**config.mk**
```make
export PLATFORM = sky130hd
export DESIGN_NAME = topk_tracker
export DESIGN_NICKNAME = d
export VERILOG_FILES = /design/src/rtl/topk_pkg.sv /design/src/rtl/topk_cmp_cell.sv /design/src/rtl/topk_tracker.sv
export SDC_FILE = /design/constraint.sdc
export NUM_CORES = 1
export LEC_CHECK = 0
export ABC_CLOCK_PERIOD_IN_PS = 5900
export BUFFER_PORTS_ARGS = -buffer_cell sky130_fd_sc_hd__buf_2
export CAP_MARGIN = 20
export CORE_MARGIN = 3
export CORE_UTILIZATION = 55
export CTS_BUF_LIST = sky130_fd_sc_hd__clkbuf_4
export CTS_CLUSTER_SIZE = 30
export DETAILED_ROUTE_END_ITERATION = 8
export HOLD_SLACK_MARGIN = 0.03
export PLACE_DENSITY = 0.71
export SETUP_SLACK_MARGIN = 0.1
export SKIP_LAST_GASP = 1
export SLEW_MARGIN = 15
export SYNTH_ARGS = -nofsm -noshare
export SYNTH_HDL_FRONTEND = slang
export SYNTH_HIERARCHICAL = 1
export SYNTH_SLANG_ARGS = --single-unit
```
**constraint.sdc**
```tcl
create_clock -name clk -period 5.9 [get_ports clk]
set_clock_uncertainty 0.1 [all_clocks]
set_input_delay 0.295 -clock clk [delete_from_list [all_inputs] [get_ports clk]]
set_output_delay 0.295 -clock clk [all_outputs]
set_load 0.005 [all_outputs]
```
**src/rtl/topk_pkg.sv**
```systemverilog
// Shared defaults, the default-width rank entry, and the ordering function used by every compare cell.
// Defining TOPK_SIGNED_EN switches the ordering to two's-complement; otherwise it is unsigned.
package topk_pkg;

  localparam int DEF_DATA_W = 8;
  localparam int DEF_K      = 4;
  localparam int DEF_CNT_W  = 8;
  localparam int CMP_MAX_W  = 64;

`ifdef TOPK_SIGNED_EN
  localparam logic CMP_SIGNED = 1'b1;
`else
  localparam logic CMP_SIGNED = 1'b0;
`endif

  typedef struct packed {
    logic [DEF_DATA_W-1:0] val;
    logic [DEF_CNT_W-1:0]  cnt;
    logic                  vld;
  } topk_entry_t;

  // Flipping the sign bit of zero-extended operands turns an unsigned compare into a signed one.
  function automatic logic topk_gt(input logic [CMP_MAX_W-1:0] a,
                                   input logic [CMP_MAX_W-1:0] b,
                                   input logic [CMP_MAX_W-1:0] sign_mask);
    logic [CMP_MAX_W-1:0] flip;
    flip = CMP_SIGNED ? sign_mask : {CMP_MAX_W{1'b0}};
    return ((a ^ flip) > (b ^ flip));
  endfunction

endpackage

```
**src/rtl/topk_cmp_cell.sv**
```systemverilog
// One rank's comparator: flags an exact hit and whether the incoming sample may be inserted here.
// Ordering follows topk_pkg::topk_gt, so it tracks the TOPK_SIGNED_EN build option.
module topk_cmp_cell
  import topk_pkg::*;
#(
  parameter int DATA_W = DEF_DATA_W
) (
  input  logic [DATA_W-1:0] i_data,
  input  logic [DATA_W-1:0] i_val,
  input  logic              i_vld,
  output logic              o_eq,
  output logic              o_gt_or_empty
);

  localparam logic [CMP_MAX_W-1:0] SIGN_MASK = {{(CMP_MAX_W-1){1'b0}}, 1'b1} << (DATA_W-1);

  logic [CMP_MAX_W-1:0] w_a;
  logic [CMP_MAX_W-1:0] w_b;

  assign w_a           = CMP_MAX_W'(i_data);
  assign w_b           = CMP_MAX_W'(i_val);
  assign o_eq          = i_vld && (i_data == i_val);
  assign o_gt_or_empty = !i_vld || topk_gt(w_a, w_b, SIGN_MASK);

endmodule

```
**src/rtl/topk_tracker.sv**
```systemverilog
// Streaming tracker of the K largest distinct samples with per-rank counts and a registered rank read port.
// Build option TOPK_SIGNED_EN selects signed ordering (see topk_pkg); ports and timing are unchanged.
module topk_tracker
  import topk_pkg::*;
#(
  parameter int DATA_W = DEF_DATA_W,
  parameter int K      = DEF_K,
  parameter int CNT_W  = DEF_CNT_W,
  parameter int IDX_W  = $clog2(K)
) (
  input  logic              clk,
  input  logic              rst,
  input  logic              clr,
  input  logic              in_valid,
  input  logic [DATA_W-1:0] in_data,
  input  logic [IDX_W-1:0]  rd_idx,
  output logic [DATA_W-1:0] rd_val,
  output logic [CNT_W-1:0]  rd_cnt,
  output logic              rd_vld,
  output logic              evict,
  output logic              cnt_sat
);

  typedef struct packed {
    logic [DATA_W-1:0] val;
    logic [CNT_W-1:0]  cnt;
    logic              vld;
  } entry_t;

  localparam logic [CNT_W-1:0] CNT_MAX  = {CNT_W{1'b1}};
  localparam logic [CNT_W-1:0] CNT_NEAR = CNT_MAX - CNT_W'(1);

  entry_t           r_tab [K];
  entry_t           w_nxt [K];
  entry_t           w_rd;
  logic [IDX_W-1:0] r_idx;
  logic [K-1:0]     w_eq;
  logic [K-1:0]     w_gt;
  logic [IDX_W-1:0] w_ins_idx;
  logic             w_hit;
  logic             w_ins_ok;
  logic             w_do_hit;
  logic             w_do_ins;
  logic             w_evict;
  logic             w_sat;

  genvar g;
  generate
    for (g = 0; g < K; g++) begin : g_cell
      topk_cmp_cell #(.DATA_W(DATA_W)) u_cell (
        .i_data        (in_data),
        .i_val         (r_tab[g].val),
        .i_vld         (r_tab[g].vld),
        .o_eq          (w_eq[g]),
        .o_gt_or_empty (w_gt[g])
      );
    end
  endgenerate

  // Priority encoder: lowest rank that is empty or smaller than the sample.
  always_comb begin
    w_ins_idx = '0;
    for (int i = K - 1; i >= 0; i--) begin
      w_ins_idx = w_gt[i] ? IDX_W'(i) : w_ins_idx;
    end
  end

  // A hit always wins over insertion; neither means the sample is dropped.
  assign w_hit    = |w_eq;
  assign w_ins_ok = |w_gt;
  assign w_do_hit = in_valid && w_hit;
  assign w_do_ins = in_valid && !w_hit && w_ins_ok;
  assign w_evict  = w_do_ins && r_tab[K-1].vld;

  // Next-state table: saturating count on hit, or shift-down-and-insert at the encoded rank.
  always_comb begin
    w_sat = 1'b0;
    for (int j = 0; j < K; j++) begin
      w_nxt[j] = r_tab[j];
      if (w_do_hit && w_eq[j]) begin
        w_nxt[j].cnt = (r_tab[j].cnt == CNT_MAX) ? CNT_MAX : (r_tab[j].cnt + CNT_W'(1));
        w_sat        = w_sat | (r_tab[j].cnt >= CNT_NEAR);
      end else if (w_do_ins && (IDX_W'(j) == w_ins_idx)) begin
        w_nxt[j].val = in_data;
        w_nxt[j].cnt = CNT_W'(1);
        w_nxt[j].vld = 1'b1;
      end else if (w_do_ins && (IDX_W'(j) > w_ins_idx)) begin
        w_nxt[j] = r_tab[(j > 0) ? (j - 1) : 0];
      end else begin
        w_nxt[j] = r_tab[j];
      end
    end
  end

  // Read mux; an index with no matching rank reads as an empty entry.
  always_comb begin
    w_rd = '0;
    for (int i = 0; i < K; i++) begin
      w_rd = (r_idx == IDX_W'(i)) ? r_tab[i] : w_rd;
    end
  end

  // Table, read port and flags; rst and clr both return everything to empty.
  always_ff @(posedge clk) begin
    if (rst || clr) begin
      for (int i = 0; i < K; i++) begin
        r_tab[i] <= '0;
      end
      r_idx   <= '0;
      rd_val  <= '0;
      rd_cnt  <= '0;
      rd_vld  <= 1'b0;
      evict   <= 1'b0;
      cnt_sat <= 1'b0;
    end else begin
      r_tab   <= w_nxt;
      r_idx   <= rd_idx;
      rd_val  <= w_rd.val;
      rd_cnt  <= w_rd.cnt;
      rd_vld  <= w_rd.vld;
      evict   <= w_evict;
      cnt_sat <= cnt_sat | w_sat;
    end
  end

endmodule

```
### Word-level counts from Yosys, hierarchy flattened

Index checks and enable logic that the tools add are counted.

* add/sub/neg operators: 4
* $lt $le $gt $ge: 11
* equal/unequal tests: 14
* multiplexer cells: 27
* bitwise logic cells: 8
* reduce and logical (&&, ||, !) cells: 44

Operator list (count)
* $mux W17: 10
* $mux W8: 8
* $add A8 B1 Y8 const B: 4
* $eq A8 B8 Y1: 4
* $eq A8 B8 Y1 const B: 4
* $ge A8 B8 Y1 const B: 4
* $gt A8 B8 Y1: 4
* $logic_and A1 B1 Y1: 19
* $mux W9: 1
* $reduce_bool A3 Y1: 3
* $mux W2: 4
* $reduce_and A2 Y1: 4
* $reduce_bool A2 Y1: 4
* $reduce_or A4 Y1: 2
* $logic_not A1 Y1: 5
* $logic_or A1 B1 Y1: 5
* $eq A2 B2 Y1 const A: 2
* $eq A2 B2 Y1 const B: 2
* $gt A2 B2 Y1 const A: 2
* $logic_not A2 Y1: 2
* $mux W1: 4
* $not A1 Y1: 4
* $or A1 B1 Y1: 4
* $eq A1 B2 Y1 const A: 1
* 2 further kinds: 2

* flip-flop bits (word level): 89
* bits of input ports: 14
* output and inout port bits: 19
* logic and storage cells: 126

### Logic depth before layout (Yosys ltp)

Gate-level depths: netlist of run 1.

* depth in word-level cells: 13
* mapped depth: 12

### Modules after synthesis

Netlist of run 1, hierarchy kept.

Modules (own cells, without submodules)
* topk_tracker: times used 1, cells each 531, area each 4662.0 um2, sequential area each 1781.7 um2
* topk_cmp_cell: times used 4, cells each 30, area each 237.7 um2, sequential area each 0.0 um2

### Worst setup path before layout of run 1

No wires, ideal clock.

* path type: flip-flop to flip-flop
* start point: reg r_tab[65] (netlist name)
* end point: reg r_tab[7] (netlist name)
* library setup time: 0.114 ns
* arrival time: 2.460 ns
* data required time: 5.686 ns
* path slack: 3.226 ns
* stages on the path, launching flop included: 12
* clock period less this slack: 2.674 ns
* cells stage by stage: dfxtp_1 -> inv_1 -> ha_1 -> a21oi_2 -> nor2_1 -> a2111oi_4 -> a21oi_2 -> clkbuf_1 -> nor3_1 -> clkbuf_1 -> o21ai_0 -> a2111oi_0

* elaborated cells between the ends (all ways): 19
* those cells by class: order compare: 2; eq/ne: 2; mux: 3; reduce/logical: 12

RTL lines
* start, declared: RTL line topk_tracker.sv:33 `entry_t r_tab [K];`
* start signal, assigned: RTL line topk_tracker.sv:116 `r_tab <= w_nxt;`
* $gt A8 B8 Y1 (*): RTL line topk_pkg.sv:28 `return ((a ^ flip) > (b ^ flip));`
* $logic_or A1 B1 Y1 (*): RTL line topk_cmp_cell.sv:23 `assign o_gt_or_empty = !i_vld || topk_gt(w_a, w_b, SIGN_MASK);`
* net w_gt[0]: RTL line topk_tracker.sv:38 `logic [K-1:0] w_gt;`
* $mux W2 / $reduce_or A4 Y1 (equally long branches): RTL line topk_tracker.sv:64, topk_tracker.sv:70
* $eq A2 B2 Y1 / $logic_and A1 B1 Y1 (equally long branches): RTL line topk_tracker.sv:83, topk_tracker.sv:72
* $logic_and A1 B1 Y1: RTL line topk_tracker.sv:83 `end else if (w_do_ins && (IDX_W'(j) == w_ins_idx)) begin`
* $mux W17: RTL line topk_tracker.sv:83
* $mux W8: RTL line topk_tracker.sv:80 `if (w_do_hit && w_eq[j]) begin`

Mark *: on every way through the listed nets, which the timed path passes. The rest lies on a longest branch.
A chain may end at the register's enable or synchronous reset.

### Final worst setup path of run 1

* start point: reg r_tab[16] (netlist name)
* end point: reg r_tab[3] (netlist name)

* elaborated cells between the ends (all ways): 22
* those cells by class: order compare: 2; eq/ne: 2; mux: 6; reduce/logical: 12

RTL lines
* $eq A8 B8 Y1 (*): RTL line topk_cmp_cell.sv:22 `assign o_eq = i_vld && (i_data == i_val);`
* $logic_and A1 B1 Y1 (*): RTL line topk_cmp_cell.sv:22
* net w_eq[3]: RTL line topk_tracker.sv:37 `logic [K-1:0] w_eq;`
* $reduce_or A4 Y1: RTL line topk_tracker.sv:69 `assign w_hit = |w_eq;`
* $logic_not A1 Y1: RTL line topk_tracker.sv:72 `assign w_do_ins = in_valid && !w_hit && w_ins_ok;`
* $logic_and A1 B1 Y1 (2 in series): RTL line topk_tracker.sv:72
* $logic_and A1 B1 Y1: RTL line topk_tracker.sv:83
* $mux W17: RTL line topk_tracker.sv:83
* $mux W8: RTL line topk_tracker.sv:80

Marked as above.

==> results of run 1 <==
## routing by layer
layer,track usage [%],up-vias,routed length [um]
met5,0,-,0
met4,7.21,0,229
met3,5.00,18,1400
met2,41.0,268,6710
met1,42.0,2409,6940
li1,-,2397,-
## sequential cells by signal (all words and copies together) (netlist names)
name / flops
rd_val: 8
r_idx: 2
evict: 1
rd_vld: 1
r_tab: 68
rd_cnt: 8
cnt_sat: 1
## metrics by stage
step	worst slack (ns)	total power [uW]
5_1_grt	1.88	1120
6_report	2.07	1080
4_1_cts	2.13	1080
3_3_place_gp	2.06	780
2_1_floorplan	3.23	740
3_5_place_dp	2.08	784
## layout make-up
| type | count | area, um2 |
|---|---|---|
| well taps | 133 | 166 |
| inverters | 45 | 169 |
| fillers | 865 | 3920 |
| clock buffers | 12 | 90.1 |
| repair buffers | 40 | 225 |
| clock inverters | 4 | 20.0 |
| multi-input cells | 473 | 3490 |
| flip-flops and latches | 89 | 1780 |
## worst max-delay path: stages, from the launching register on
cell	delay, ns
dfxtp_1	0.39
inv_1	0.06
ha_1	0.35
nand4_1	0.19
nor3_2	0.84
a21oi_2	0.31
nor4_1	0.67
nor3_2	0.30
or3_1	0.44
a21oi_1	0.13
## report_power, final
part | total [uW] | switching (uW) | leakage (uW) | internal, uW
Combinational | 145 | 89.1 | 0.00130 | 55.8
Sequential | 629 | 16.4 | 0.000722 | 613
Clock | 307 | 209 | 0.0000640 | 98.2
Total | 1080 | 314 | 0.00209 | 767
## cells by family after synthesis
kind of cell               after synthesis  synth area share [%]
and+or+nand+nor                        231                  22.3
DFF                                     89                  31.7
AOI/OAI and AO/OA                      173                  21.8
xor gates and xnor gates                 1                 0.156
muxes                                   28                  8.81
adders and majority gates               40                  8.92
buffers and inverters                   89                  6.24
## placed cells by master, fill, tap and decap left out, types with 8 or more instances in the layout
cell / instances
clkbuf_4: 12
a211oi_1: 26
inv_1: 45
mux4_2: 17
o21ai_0: 29
a21oi_1: 39
buf_2: 32
mux2i_1: 10
nand2_1: 49
nor3_1: 8
and2_1: 23
nand3b_1: 18
nor2_1: 45
dfxtp_1: 89
ha_1: 40
a21oi_2: 8
or3_1: 8
a31oi_1: 12
nand4_1: 13
nand2b_1: 8
nand3_1: 22
## worst min-delay path by stage
stage	to	cells past startpoint	startpoint
global route	r_tab[64]	3	in_data[4]
CTS	r_tab[66]	3	in_data[6]
detailed placement	r_tab[64]	2	r_tab[64]
finish	r_tab[67]	3	in_data[7]
floorplan	r_idx[0]	1	rd_idx[0]
global placement	r_tab[67]	2	r_tab[67]
==> impl_metrics.env, run 1 <==
export IMPL_outcome="completed"
export IMPL_reg2reg_from="r_tab[16]"
export IMPL_wire_per_inst_um=19.2
export IMPL_globalRouteOverflowTotal=0
export IMPL_vias=5092
export IMPL_initial_core_util_pct=56.9
export IMPL_yosys_top_cells_count="dfxtp_1 (89), nand2_1 (49), nor2_1 (47)"
export IMPL_post_cts_buffers=0
export IMPL_cts_root_buf="clkbuf_4"
export IMPL_max_cap_viol_count=0
export IMPL_synth_distinct_cells=58
export IMPL_yosys_area_top_type="dfxtp_1"
export IMPL_synthFlopType="dfxtp_1"
export IMPL_yosysMostFrequentCell="dfxtp_1"
export IMPL_ir_drop_v=0.000111
export IMPL_hold_viol_final=0
export IMPL_drt_iter0_markers=467
export IMPL_final_cell_area_um2=5940
export IMPL_synth_area_leaders="dfxtp_1 (32%), ha_1 (8.9%), mux4_2 (6.8%)"
export IMPL_num_rows=36
export IMPL_synth_edf_count=0
export IMPL_ys_seq_elements=89
export IMPL_hp_class="in2reg"
export IMPL_end_kind="register"
export IMPL_maxSlewHeadroom_pct=32.9
export IMPL_grt_pass1_vias=4791
export IMPL_syn_nets=705
export IMPL_critPathLaunchType="register"
export IMPL_cts_resized=0
export IMPL_yosys_warnings=6
export IMPL_ff2ff_path_depth=9
export IMPL_final_cell_count_no_fill=796
export IMPL_ant_nets=0
export IMPL_r2r_end="r_tab[3]"
export IMPL_clock_path_buffers=2
export IMPL_drt_pass1_iter_count=5
export IMPL_cts_tree="done"
export IMPL_fp_dieW_um=107
export IMPL_crit_required_ns=6.20
export IMPL_syn_inst=651
export IMPL_grt_usage_pct=27.9
export IMPL_postCtsHoldBufs=2
export IMPL_regToRegSetupSlack_ns=2.07
export IMPL_grt_max_degree=61
export IMPL_fmax_ghz=0.261
export IMPL_startpoint="r_tab[16]"
export IMPL_tightestPinTransition_ns=1.01
export IMPL_drive_above_1_share_pct=14.3
export IMPL_grt_pass1_wl_mm=25.3
export IMPL_p_leak_uw=0.00209
export IMPL_cp_arrival_ns=4.12
export IMPL_antenna_found_initial=0
export IMPL_crit_path_max_fanout=12
export IMPL_final_nets=712
export IMPL_clkLatencyLatePin_ns=0.45
export IMPL_coreArea_um2=9860
export IMPL_num_antenna_cells=0
export IMPL_fin_setup_tns_ns=0
export IMPL_dp_cells=778
export IMPL_ys_seq_area_share_pct=31.7
export IMPL_die_h_um=107
export IMPL_synth_area_per_cell_um2=8.62
export IMPL_clkTransAtPathRegs_ns=0.14
export IMPL_slew_violations=0
export IMPL_finalSetupViolations=0
export IMPL_post_synth_top_area_fraction_pct=31.7
export IMPL_dieArea_um2=11500
export IMPL_critPathCapture="r_tab[3]"
export IMPL_gp_congestion=0.925
export IMPL_dpl_cell_area_um2=5810
export IMPL_post_route_min_period_ns=3.83
export IMPL_period_share_pct=64.9
export IMPL_cts_sinks=89
export IMPL_io_buffers=32
export IMPL_syn_to_final_growth_pct=5.88
export IMPL_crit_type="reg2reg"
export IMPL_htree_levels=3
export IMPL_powerDensity_nw_per_um2=182
export IMPL_rsz0062_at_grt="false"
export IMPL_holdWs_ns=0.0654
export IMPL_syn_area_um2=5610
export IMPL_async_reset_ff_share_pct=0
export IMPL_cts_buffers=9
export IMPL_dpl_hpwl_mm=10.7
export IMPL_drc=0
export IMPL_ioPinCount=33
export IMPL_wl_mm=15.3
export IMPL_fin_util_pct=60.2
export IMPL_viasPerCell=6.40
Note: power is estimated with default switching activity, not from simulation.
==> run 2, diff against run 1 <==
Settings changed: ABC_CLOCK_PERIOD_IN_PS 5900 to 3400, PLACE_DENSITY 0.71 to 0.74.
Clock period 5.9 ns to 3.4 ns, I/O delays scaled along.
==> run 2 against run 1 <==
Sequential power is 73% higher. Sequential share of layout area down 1.4 points. Worst setup slack got worse by 1.7 ns. Largest cell class unchanged. Sequential cell count did not move. Register-to-register slack worse by 1.7 ns. Power is 95% higher. Via count is 4.4% higher. Highest routed layer unchanged. Core utilization grew 2.9 points. Die area stayed put.
==> impl_metrics.env, run 2 (synthesis results as in run 1) <==
export IMPL_outcome="completed"
export IMPL_power_frac_comb_pct=13.1
export IMPL_dpl_hpwl_mm=11.5
export IMPL_holdWs_ns=0.171
export IMPL_ir_drop_v=0.000223
export IMPL_dpl_cell_area_um2=5900
export IMPL_wl_mm=16.3
export IMPL_layout_common_cells="dfxtp_1 (89), nand2_1 (49), nor2_1 (46)"
export IMPL_rsz0062_at_grt="false"
export IMPL_largest_register_ffs=68
export IMPL_finalSetupViolations=0
export IMPL_critPathLaunchType="register"
export IMPL_die_h_um=107
export IMPL_gp_congestion=0.945
export IMPL_ioPinCount=33
export IMPL_power_frac_seq_pct=51.8
export IMPL_antenna_found_initial=0
export IMPL_dieArea_um2=11500
export IMPL_hold_viol_final=0
export IMPL_min_to="r_tab[52]"
export IMPL_io_buffers=32
export IMPL_drt_pass1_iter_count=5
export IMPL_internal_power_uw=1540
export IMPL_num_antenna_cells=0
export IMPL_fin_setup_tns_ns=0
export IMPL_powerDensity_nw_per_um2=338
export IMPL_coreArea_um2=9860
export IMPL_wire_per_inst_um=19.9
export IMPL_r2r_end="r_tab[42]"
export IMPL_crit_type="reg2reg"
export IMPL_initial_core_util_pct=56.9
export IMPL_ff2ff_path_depth=8
export IMPL_fmax_ghz=0.326
export IMPL_swShare_pct=26.8
export IMPL_post_route_min_period_ns=3.07
export IMPL_top_register="r_tab"
export IMPL_maxSlewHeadroom_pct=34.6
export IMPL_grt_usage_pct=29.2
export IMPL_end_kind="register"
export IMPL_worst_path_max_delay_cell="or4b_1"
export IMPL_cts_tree="done"
export IMPL_viasPerCell=6.49
export IMPL_grt_max_degree=38
export IMPL_min_delay_start="in_valid"
export IMPL_drt_iter0_markers=465
export IMPL_max_stage_delay_ns=0.78
export IMPL_period_share_pct=90.2
export IMPL_hold_path_depth=3
export IMPL_final_common_cell="dfxtp_1"
export IMPL_fp_dieW_um=107
export IMPL_crit_required_ns=3.63
export IMPL_drc=0
export IMPL_ant_nets=0
export IMPL_cts_sinks=89
export IMPL_reg_top3="r_tab x68, rd_cnt x8, rd_val x8"
export IMPL_slew_violations=0
export IMPL_syn_to_final_growth_pct=11.0
export IMPL_htree_levels=3
export IMPL_clock_path_buffers=2
export IMPL_drive_above_1_share_pct=15.9
export IMPL_grt_pass1_wl_mm=26.3
export IMPL_clkPwrFrac_pct=35.1
export IMPL_crit_path_cell_trace="inv_1, ha_1, nand4_1, nor3_2, or4b_1, or3_1, a32oi_1, a21oi_1"
export IMPL_tightestPinTransition_ns=0.980
export IMPL_cts_buffers=9
export IMPL_clkTransAtPathRegs_ns=0.14
export IMPL_fin_util_pct=63.2
export IMPL_clkLatencyLatePin_ns=0.47
export IMPL_crit_path_max_fanout=10
export IMPL_p_sw_uw=564
export IMPL_globalRouteOverflowTotal=0
export IMPL_max_cap_viol_count=0
export IMPL_hp_class="in2reg"
export IMPL_p_leak_uw=0.00223
export IMPL_regToRegSetupSlack_ns=0.33
export IMPL_cp_arrival_ns=3.30
export IMPL_final_nets=736
export IMPL_grt_pass1_vias=5045
export IMPL_num_rows=36
export IMPL_reg2reg_from="r_tab[50]"
export IMPL_vias=5316
export IMPL_final_cell_area_um2=6230
export IMPL_cts_root_buf="clkbuf_4"
[run 2: cell types whose count changed in the layout (fill, tap and decap cells not counted), sizes merged]
cell,change
bufinv,+3
buf,+13
clkinv,-1
dlygate4sd3,+11
clkbuf,-3
[run 2: cell type report]
class,count,area [um2]
fillers,849,3630
multi-input cells,473,3500
flip-flops and latches,89,1780
repair buffers,64,437
inverters,45,169
well taps,133,166
clock inverters,6,108
clock buffers,9,67.6
[run 2: worst max path at each step]
stage / start / end / slack, ns / cells past startpoint
final: r_tab[50] / r_tab[42] / 0.33 / 8
after global routing: r_tab[50] / r_tab[41] / 0.20 / 8
after CTS: r_tab[50] / r_tab[42] / 0.28 / 10
after detailed placement: r_tab[50] / r_tab[42] / 0.31 / 10
after global placement: r_tab[50] / r_tab[42] / 0.45 / 10
after floorplan: r_tab[65] / r_tab[7] / 0.73 / 11
[run 2: critical path: cells and delay by family (launching register included)]
family,cells,cell delay [ns]
AOI/OAI and AO/OA,2,0.36
adders and majority gates,1,0.35
buffers and inverters,1,0.06
DFF,1,0.41
and+or+nand+nor,4,1.66
[run 2: per-stage QoR]
stage	worst slack (ns)	total power, uW	cells
global placement	0.453	1360	790
finish	0.333	2110	819
global route	0.198	2180	819
CTS	0.283	2100	815
floorplan	0.726	1280	651
detailed placement	0.313	1370	790
[run 2: repair_timing]
item | in CTS | in global routing
setup endpoints to repair | 0 | 9
hold buffers | 10 | 3
endpoints found under the hold margin | 10 | 6
setup buffers | 0 | 0
resized for setup | 0 | 2
[run 2: layer usage]
metal	track usage, %	vias up	part of all wire (%)
met4	11.6	0	2.6
met2	43.6	251	46
met1	41.6	2582	43
met5	0	-	0
met3	5.36	40	8.8
li1	-	2443	-
[run 2: power groups by stage]
stage / registers [uW] / clock network (uW) / logic (uW)
after floorplan: 1100 / 0 / 183
after global placement: 1110 / 0 / 249
after detailed placement: 1110 / 0 / 256
after CTS: 1090 / 740 / 266
after global routing: 1100 / 782 / 303
final: 1090 / 740 / 276
